===== src/rtl/hs_queue.sv =====
// hs_queue: circular FIFO with valid/ready on both ports, flush and status.
// All outputs are decoded from registered pointers and storage only.
module hs_queue #(
    parameter int DATA_WIDTH = 32,
    parameter int DEPTH      = 16,
    parameter int AF_THRESH  = DEPTH - 2
) (
    input  logic                    clk,
    input  logic                    rst,
    input  logic                    flush,
    input  logic                    enq_valid,
    output logic                    enq_ready,
    input  logic [DATA_WIDTH-1:0]   enq_data,
    output logic                    deq_valid,
    input  logic                    deq_ready,
    output logic [DATA_WIDTH-1:0]   deq_data,
    output logic [$clog2(DEPTH):0]  count,
    output logic                    full,
    output logic                    empty,
    output logic                    almost_full
);

    localparam int IDX_W = $clog2(DEPTH);
    localparam int PTR_W = IDX_W + 1;
    localparam logic [PTR_W-1:0] AF_LVL = PTR_W'(AF_THRESH);
    localparam logic [PTR_W-1:0] PTR_ONE = PTR_W'(1);

    logic [PTR_W-1:0]      head_q, head_d;
    logic [PTR_W-1:0]      tail_q, tail_d;
    logic [DATA_WIDTH-1:0] mem_q [DEPTH];
    logic [DATA_WIDTH-1:0] mem_d [DEPTH];

    logic enq_fire;
    logic deq_fire;

    // MSB is the wrap bit: equal index with differing wrap means full
    assign empty = (head_q == tail_q);
    assign full  = (head_q[IDX_W-1:0] == tail_q[IDX_W-1:0])
                && (head_q[IDX_W] != tail_q[IDX_W]);
    assign count = tail_q - head_q;

    assign enq_ready   = !full;
    assign deq_valid   = !empty;
    assign almost_full = (count >= AF_LVL);
    assign deq_data    = empty ? '0 : mem_q[head_q[IDX_W-1:0]];

    assign enq_fire = enq_valid && enq_ready;
    assign deq_fire = deq_valid && deq_ready;

    always_comb begin
        head_d = head_q;
        tail_d = tail_q;
        mem_d  = mem_q;
        if (flush) begin
            head_d = '0;
            tail_d = '0;
        end else begin
            if (enq_fire) begin
                mem_d[tail_q[IDX_W-1:0]] = enq_data;
                tail_d = tail_q + PTR_ONE;
            end
            if (deq_fire) begin
                head_d = head_q + PTR_ONE;
            end
        end
    end

    always_ff @(posedge clk) begin
        if (rst) begin
            head_q <= '0;
            tail_q <= '0;
            mem_q  <= '{default: '0};
        end else begin
            head_q <= head_d;
            tail_q <= tail_d;
            mem_q  <= mem_d;
        end
    end

endmodule


===== config.mk =====
export PLATFORM = sky130hd
export DESIGN_NAME = hs_queue
export DESIGN_NICKNAME = d
export VERILOG_FILES = /design/src/rtl/hs_queue.sv
export SDC_FILE = /design/constraint.sdc
export NUM_CORES = 1
export LEC_CHECK = 0
export CAP_MARGIN = 15
export CORE_UTILIZATION = 40
export DETAILED_ROUTE_END_ITERATION = 8
export DONT_BUFFER_PORTS = 1
export GPL_ROUTABILITY_DRIVEN = 0
export PLACE_DENSITY_LB_ADDON = 0.15
export SLEW_MARGIN = 25
export SYNTH_ARGS = -nofsm -noshare
export SYNTH_HDL_FRONTEND = slang
export SYNTH_SLANG_ARGS = --single-unit

===== constraint.sdc =====
create_clock -name clk -period 9.3 [get_ports clk]
set_clock_uncertainty 0.2 [all_clocks]
set_input_delay 2.325 -clock clk [delete_from_list [all_inputs] [get_ports clk]]
set_output_delay 2.325 -clock clk [all_outputs]
set_load 0.01 [all_outputs]

==> flow_summary.json, run 1 <==
{
  "critPathMaxFanout": 39,
  "wl_mm": 76.6,
  "die_x_um": 241,
  "synthTopCellsByArea": "dfxtp_1, nand2_1, mux4_2",
  "vdd_drop_max_mv": 0.127,
  "critical_path_class": "register to output port",
  "grt_remaining_overflow": 0,
  "syn_area_um2": 22800,
  "cts_buffers": 58,
  "detail-route-antenna-nets": 0,
  "yosysSeqAreaShare": 0.459,
  "crit_required_ns": 6.78,
  "cts.sinks": 522,
  "final-hold-violation-count": 0,
  "synth_top_cell_area_share": 0.459,
  "finalPower_uw": 4730,
  "viasPerCell": 5.61,
  "setup_viol": 0,
  "period_share": 0.746,
  "p_leak_uw": 0.00777,
  "synth_nets": 2716,
  "clk_pin_slew_worst_paths_ns": 0.06,
  "clock_latency_ns": 0.62,
  "synth_top_flop_cell": "dfxtp_1",
  "final_common_cell": "nand2_1",
  "grt_pass1_wl_mm": 114,
  "ioPinCount": 79,
  "max_freq_mhz": 144,
  "start_util": 0.404,
  "grt_usage": 0.265,
  "drc": 0,
  "post-cts-setup-buffers": 0,
  "final_cell_mix": "nand2_1, dfxtp_1, a21oi_1",
  "cp-end-kind": "output port",
  "slew_headroom": -0.452,
  "busiest_layer": "met2",
  "placementRows": 87,
  "violations": "max-slew violations",
  "nets": 2538,
  "async_flop_share": 0,
  "grt_pass1_vias": 17996,
  "antenna_found_initial": 0,
  "drtIter0Drc": 1895,
  "core_um2": 56400,
  "p_per_area_nw_per_um2": 188,
  "use_met3": 0.0477,
  "tightestPinTransition_ns": 2.18,
  "wl_per_cell_um": 23.3,
  "fin_tns_setup_ns": 0,
  "dp_hpwl_mm": 42.3,
  "insertedDiodeCount": 0,
  "status": "finished with violations",
  "finalCriticalPeriod_ns": 6.94,
  "hold_class": "register to register",
  "grt_start_max_net_pins": 515,
  "netlist_instances": 2669,
  "syn_area_per_cell_um2": 8.54,
  "yosys_warnings": 0,
  "rsz0062_at_grt": "no",
  "cts_tree": "built",
  "die-area_um2": 57900,
  "dp_cells": 3182,
  "drv_slew": 346,
  "synth_edf_count": 0,
  "numPortBuffers": 0,
  "ys_ff_latch": 522,
  "area_growth_pct": 10.6,
  "htreeDepth": 2,
  "drive_gt1_frac": 0.133,
  "via_count": 18466,
  "met1_usage": 0.346,
  "stdcell_count": 3290,
  "firstDrtPassIters": 7,
  "yosysTopAreaCell": "dfxtp_1",
  "startpoint_type": "register",
  "cap_violations": 0,
  "die_h_um": 241,
  "cts-hold-fix-buffers": 0,
  "cts-root-buf": "clkbuf_16",
  "cts_resized": 0,
  "cp.arrival_ns": 4.42,
  "cts_buffer_depth": 3,
  "use_met2": 0.435,
  "synth_cell_types": 41
}
logic make-up after synthesis:
group                      count (synthesis)  share of synthesized area
AOI/OAI and AO/OA                        591                      0.148
xor gates and xnor gates                   8                    0.00340
adders and majority gates                 10                    0.00582
buffers and inverters                    288                     0.0554
DFF                                      522                      0.459
muxes                                    162                      0.143
and+or+nand+nor                         1088                      0.185
cells in the mapped netlist (10+ instances only):
cell type  count
a221o_1       32
o2111a_1      16
dfxtp_1      522
o2111ai_2     12
mux4_2       128
buf_2        104
a21oi_1      514
mux2_2        32
clkbuf_1     160
nor2b_1       27
nand2_1     1029
nor2_1        10
path summary, 6_finish.rpt:
path / start / to / slack (ns) / cells after the start
setup reg to reg: head_q[2]$_SDFFE_PP0P_ / mem_q[166]$_SDFFE_PP0P_ / 5.55 / 8
setup / recovery: head_q[2]$_SDFFE_PP0P_ / deq_data[10] / 2.36 / 8
hold / removal: mem_q[50]$_SDFFE_PP0P_ / mem_q[50]$_SDFFE_PP0P_ / 0.25 / 2
hold reg to reg: mem_q[50]$_SDFFE_PP0P_ / mem_q[50]$_SDFFE_PP0P_ / 0.25 / 2
per-layer routing:
metal	share of wire	up-vias	routed length, µm
met4	0.034	0	2610
li1	-	8636	-
met2	0.47	603	35900
met1	0.43	9097	32700
met5	0	-	0
met3	0.072	130	5490
cell type report:
type	count	area, µm²
clock inverter	20	272
sequential	522	10500
timing repair buffer	41	468
clock buffer	83	1700
multi-input combinational	1859	11300
fill	5535	31200
inverter	9	33.8
tap	756	946
sequential cells by signal, indices dropped and copies added (netlist names):
signal  count
tail_q      5
mem_q     512
head_q      5
worst max-delay path: stages (launching register included):
cell and delay, ns:
dfxtp_4 0.74, inv_1 0.16, ha_1 0.38, nand4_1 0.11, buf_4 0.54, nor2_1 0.35
nor3_4 0.44, buf_4 0.57, a221o_1 0.45
where the power goes:
group	internal, µW	total (µW)	switching [µW]
logic	37.3	100	62.9
clock network	1430	2380	955
registers	2240	2250	6.61
total	3710	4730	1020
per-stage QoR:
step                worst slack, ns   util  hold WS (ns)  area, µm²
CTS                            2.39  0.445         0.250      25100
detailed placement             3.06  0.410         0.242      23100
global placement               3.11  0.408         0.238      23000
global route                   2.16  0.447         0.266      25200
finish                         2.36  0.447         0.249      25200
floorplan                      4.08      -         0.233      22800
No activity file was read; power rests on OpenSTA's default activity.
==> inputs of run 2 (changes only) <==
==> constraint.sdc (replaced) <==
create_clock -name clk -period 6.2 [get_ports clk]
set_clock_uncertainty 0.2 [all_clocks]
set_input_delay 1.55 -clock clk [delete_from_list [all_inputs] [get_ports clk]]
set_output_delay 1.55 -clock clk [all_outputs]
set_load 0.01 [all_outputs]
==> flow_summary.json, run 2 (synthesized netlist as in run 1, its figures left out) <==
{
  "status": "completed",
  "die_x_um": 241,
  "grt_remaining_overflow": 0,
  "setup_slack_ns": 0.839,
  "tightestPinTransition_ns": 1.12,
  "largest-register": "mem_q",
  "grt_usage": 0.257,
  "slew_headroom": 0.252,
  "largest_reg_flops": 512,
  "crit_required_ns": 4.45,
  "slowest_delay_ns": 0.69,
  "cts_tree": "built",
  "grt_pass1_wl_mm": 112,
  "dp_hpwl_mm": 41.5,
  "ioPinCount": 79,
  "cp.arrival_ns": 3.61,
  "cts_resized": 0,
  "cts.sinks": 522,
  "cts_buffer_depth": 3,
  "placementRows": 87,
  "hold_path_depth": 2,
  "drv_slew": 0,
  "rsz0062_at_grt": "no",
  "firstDrtPassIters": 5,
  "cts_buffers": 58,
  "final-hold-violation-count": 0,
  "grt_pass1_vias": 17873,
  "fin_tns_setup_ns": 0,
  "insertedDiodeCount": 0,
  "vdd_drop_max_mv": 0.220,
  "hold_class": "register to register",
  "cp-end-kind": "output port",
  "final_cell_mix": "nand2_1, dfxtp_1, a21oi_1",
  "startpoint_type": "register",
  "drtIter0Drc": 1886,
  "p_leak_uw": 0.00770,
  "antenna_found_initial": 0,
  "die-area_um2": 57900,
  "area_growth_pct": 10.0,
  "dp_cells": 3178,
  "nets": 2530,
  "htreeDepth": 2,
  "finalCriticalPeriod_ns": 5.36,
  "period_share": 0.865,
  "reg2reg_depth": 8,
  "cpMaxStageDelayCell": "buf_4",
  "largest_registers": "mem_q (512), head_q (5), tail_q (5)",
  "viasPerCell": 5.65,
  "stdcell_count": 3288,
  "cts-root-buf": "clkbuf_16",
  "finalPower_uw": 7030,
  "post-cts-setup-buffers": 0,
  "wl_per_cell_um": 22.6,
  "cp_cell_sequence": "buf_4, buf_4, mux4_2, mux2_2, a221o_1",
  "drc": 0,
  "worst_path_most_repeated_cell": "buf_4",
  "critPathMaxFanout": 36,
  "start_util": 0.404,
  "max_freq_mhz": 187,
  "critical_path_class": "register to output port",
  "via_count": 18593,
  "detail-route-antenna-nets": 0,
  "grt_start_max_net_pins": 515,
  "core_um2": 56400,
  "cts-hold-fix-buffers": 0,
  "clock_latency_ns": 0.61,
  "whs_ns": 0.252,
  "pre_cts_slack_ns": 1.42,
  "numPortBuffers": 0,
  "p_per_area_nw_per_um2": 280,
  "clk_pin_slew_worst_paths_ns": 0.06,
  "drive_gt1_frac": 0.131,
  "die_h_um": 241,
  "wl_mm": 74.5,
  "cap_violations": 0,
  "setup_viol": 0,
  "final_common_cell": "nand2_1"
}
==> run 2: final cells by class <==
cell class              count  area, µm²
clock buffers              85       1730
clock inverters            24        241
fillers                  5466      31300
inverters                   9       33.8
multi-input cells        1859      11300
flip-flops and latches    522      10500
well taps                 756        946
repair buffers             33        325
==> run 2: worst paths after layout <==
check | startpoint | end | slack [ns]
setup / recovery | head_q[2]$_SDFFE_PP0P_ | deq_data[30] | 0.84
hold / removal | mem_q[52]$_SDFFE_PP0P_ | mem_q[52]$_SDFFE_PP0P_ | 0.25
setup reg to reg | head_q[3]$_SDFFE_PP0P_ | mem_q[203]$_SDFFE_PP0P_ | 2.70
hold reg to reg | mem_q[52]$_SDFFE_PP0P_ | mem_q[52]$_SDFFE_PP0P_ | 0.25
==> run 2: through the flow <==
stage / util / instance area (µm²)
after global placement: 0.408 / 23000
after global routing: 0.445 / 25100
after floorplan: - / 22800
after CTS: 0.444 / 25000
after detailed placement: 0.409 / 23100
final: 0.445 / 25100
==> run 2: per-layer routing <==
| metal | track usage | routed length (µm) | vias up |
|---|---|---|---|
| met2 | 0.429 | 35900 | 647 |
| li1 | - | - | 8619 |
| met5 | 0 | 0 | - |
| met4 | 0.115 | 2970 | 0 |
| met3 | 0.0447 | 5060 | 142 |
| met1 | 0.325 | 30500 | 9185 |
==> run 2: critical path: cells and delay by family, from the launching register on <==
| family | cells | cell delay [ns] |
|---|---|---|
| DFF | 1 | 0.34 |
| muxes | 2 | 0.93 |
| buffers and inverters | 2 | 1.29 |
| AOI/OAI and AO/OA | 1 | 0.39 |
==> run 2: where the power goes <==
| group | total [µW] | switching [µW] | internal, µW |
|---|---|---|---|
| clock network | 3500 | 1440 | 2060 |
| logic | 152 | 95.0 | 56.9 |
| registers | 3370 | 7.71 | 3370 |
| total | 7030 | 1550 | 5480 |
==> inputs of run 3 (changes only) <==
--- a/config.mk
+++ b/config.mk
@@ -6,11 +6,11 @@
 export NUM_CORES = 1
 export LEC_CHECK = 0
 export CAP_MARGIN = 15
+export CORE_MARGIN = 2
 export CORE_UTILIZATION = 40
 export DETAILED_ROUTE_END_ITERATION = 8
 export DONT_BUFFER_PORTS = 1
 export GPL_ROUTABILITY_DRIVEN = 0
-export PLACE_DENSITY_LB_ADDON = 0.15
 export SLEW_MARGIN = 25
 export SYNTH_ARGS = -nofsm -noshare
 export SYNTH_HDL_FRONTEND = slang
==> flow_summary.json, run 3 (synthesized netlist as in run 1, its figures left out) <==
{
  "p_comb_frac": 0.021,
  "die_x_um": 243,
  "cts_tree": "built",
  "wl_mm": 73.4,
  "critical_path_class": "register to output port",
  "cts_buffers": 55,
  "p_per_area_nw_per_um2": 279,
  "final_common_cell": "nand2_1",
  "cp-end-kind": "output port",
  "largest-register": "mem_q",
  "holdPathEnd": "mem_q[393]$_SDFFE_PP0P_",
  "crit_required_ns": 4.45,
  "reg2reg_depth": 8,
  "p_leak_uw": 0.00773,
  "p_int_uw": 5500,
  "cts_buffer_depth": 3,
  "rsz0062_at_grt": "no",
  "tightestPinTransition_ns": 1.15,
  "reg2reg_from": "head_q[2]$_SDFFE_PP0P_",
  "setup_slack_ns": 0.903,
  "drv_slew": 0,
  "cts.sinks": 522,
  "detail-route-antenna-nets": 0,
  "via_count": 18820,
  "clock_latency_ns": 0.61,
  "hold_class": "register to register",
  "slowest_delay_ns": 0.62,
  "drive_gt1_frac": 0.129,
  "grt_start_max_net_pins": 515,
  "cp_cell_sequence": "inv_1, ha_1, nand4_1, nor2_1, nor2_4, buf_4, a221o_1",
  "pre_cts_slack_ns": 1.57,
  "cts-root-buf": "clkbuf_16",
  "slew_headroom": 0.236,
  "placementRows": 87,
  "start_util": 0.404,
  "htreeDepth": 2,
  "grt_pass1_wl_mm": 111,
  "pwr-share-seq": 0.481,
  "period_share": 0.854,
  "grt_pass1_vias": 18230,
  "cts-hold-fix-buffers": 0,
  "vdd_drop_max_mv": 0.211,
  "dp_hpwl_mm": 39.0,
  "final_cell_mix": "nand2_1, dfxtp_1, a21oi_1",
  "antenna_found_initial": 0,
  "path_delay_family": "simple AND/OR/NAND/NOR gates",
  "core_um2": 56400,
  "largest_registers": "mem_q (512), head_q (5), tail_q (5)",
  "whs_ns": 0.248,
  "fin_tns_setup_ns": 0,
  "clk_pin_slew_worst_paths_ns": 0.06,
  "finalCriticalPeriod_ns": 5.30,
  "area_growth_pct": 10.1,
  "status": "completed",
  "ioPinCount": 79,
  "timing.rr.end": "mem_q[279]$_SDFFE_PP0P_",
  "wl_per_cell_um": 22.3,
  "max_freq_mhz": 189,
  "post-cts-setup-buffers": 0,
  "min_from": "mem_q[393]$_SDFFE_PP0P_",
  "grt_remaining_overflow": 0,
  "insertedDiodeCount": 0,
  "die_h_um": 243,
  "nets": 2540,
  "clkPwrFrac": 0.497,
  "crit_buf_inv": 2,
  "numPortBuffers": 0,
  "grt_usage": 0.245,
  "critPathMaxFanout": 17,
  "p_sw_uw": 1500,
  "largest_reg_flops": 512,
  "die-area_um2": 58900,
  "hold_path_depth": 2,
  "startpoint_type": "register",
  "cap_violations": 0,
  "ff2ff_setup_slack_ns": 2.51,
  "power_switching_share": 0.215,
  "drc": 0,
  "cpMaxStageDelayCell": "nor2_1",
  "cts_resized": 0,
  "final-hold-violation-count": 0,
  "setup_viol": 0,
  "drtIter0Drc": 2075,
  "viasPerCell": 5.72,
  "firstDrtPassIters": 5,
  "cp.arrival_ns": 3.55
}
-- run 3: cell count changes in the layout (fill, tap and decap cells not counted), moves of 3 or more --
cell	previous run	this run
o2111a_1	0	12
bufinv_16	3	6
o2111a_2	16	4
clkbuf_1	12	8
buf_4	28	40
-- run 3: through the flow --
| stage | utilization | instances | power (µW) | cell area, µm² |
|---|---|---|---|---|
| floorplan | - | 2669 | 3630 | 22800 |
| global placement | 0.410 | 3189 | 3590 | 23100 |
| detailed placement | 0.411 | 3192 | 3600 | 23200 |
| CTS | 0.445 | 3292 | 7060 | 25100 |
| global route | 0.445 | 3292 | 7200 | 25100 |
| finish | 0.445 | 3292 | 7010 | 25100 |
-- run 3: layout make-up --
cell class	count	area (µm²)
repair buffers	46	412
clock inverters	23	289
inverters	9	33.8
clock buffers	77	1630
well taps	756	946
flip-flops and latches	522	10500
fillers	5414	31300
multi-input cells	1859	11300
-- run 3: worst reg2reg max path: stages (launching register included) --
cell      delay (ns)
dfxtp_4         0.56
inv_1           0.13
ha_1            0.37
nand4_1         0.19
buf_4           0.56
o2111a_1        0.97
buf_4           0.39
nand2_1         0.08
a21oi_1         0.14
-- run 3: power by group through the flow --
stage          combinational, µW  sequential, µW  clock (µW)
4_1_cts                      148            3370        3530
3_3_place_gp                 145            3450           0
2_1_floorplan                187            3450           0
5_1_grt                      157            3370        3670
3_5_place_dp                 148            3450           0
6_report                     149            3370        3490
-- run 3: routing by layer --
layer  global-route usage  share of wire
met4                0.105          0.041
met3               0.0338          0.081
met2                0.398           0.47
met1                0.327           0.41
met5                    0              0
-- run 3: worst max path at each step --
| stage | start | end | depth (start not counted) |
|---|---|---|---|
| after global placement | head_q[2]$_SDFFE_PP0P_ | deq_data[28] | 7 |
| final | head_q[2]$_SDFFE_PP0P_ | deq_data[28] | 7 |
| after floorplan | head_q[1]$_SDFFE_PP0P_ | deq_data[14] | 11 |
| after global routing | head_q[2]$_SDFFE_PP0P_ | deq_data[28] | 7 |
| after detailed placement | head_q[2]$_SDFFE_PP0P_ | deq_data[28] | 7 |
| after CTS | head_q[2]$_SDFFE_PP0P_ | deq_data[28] | 7 |
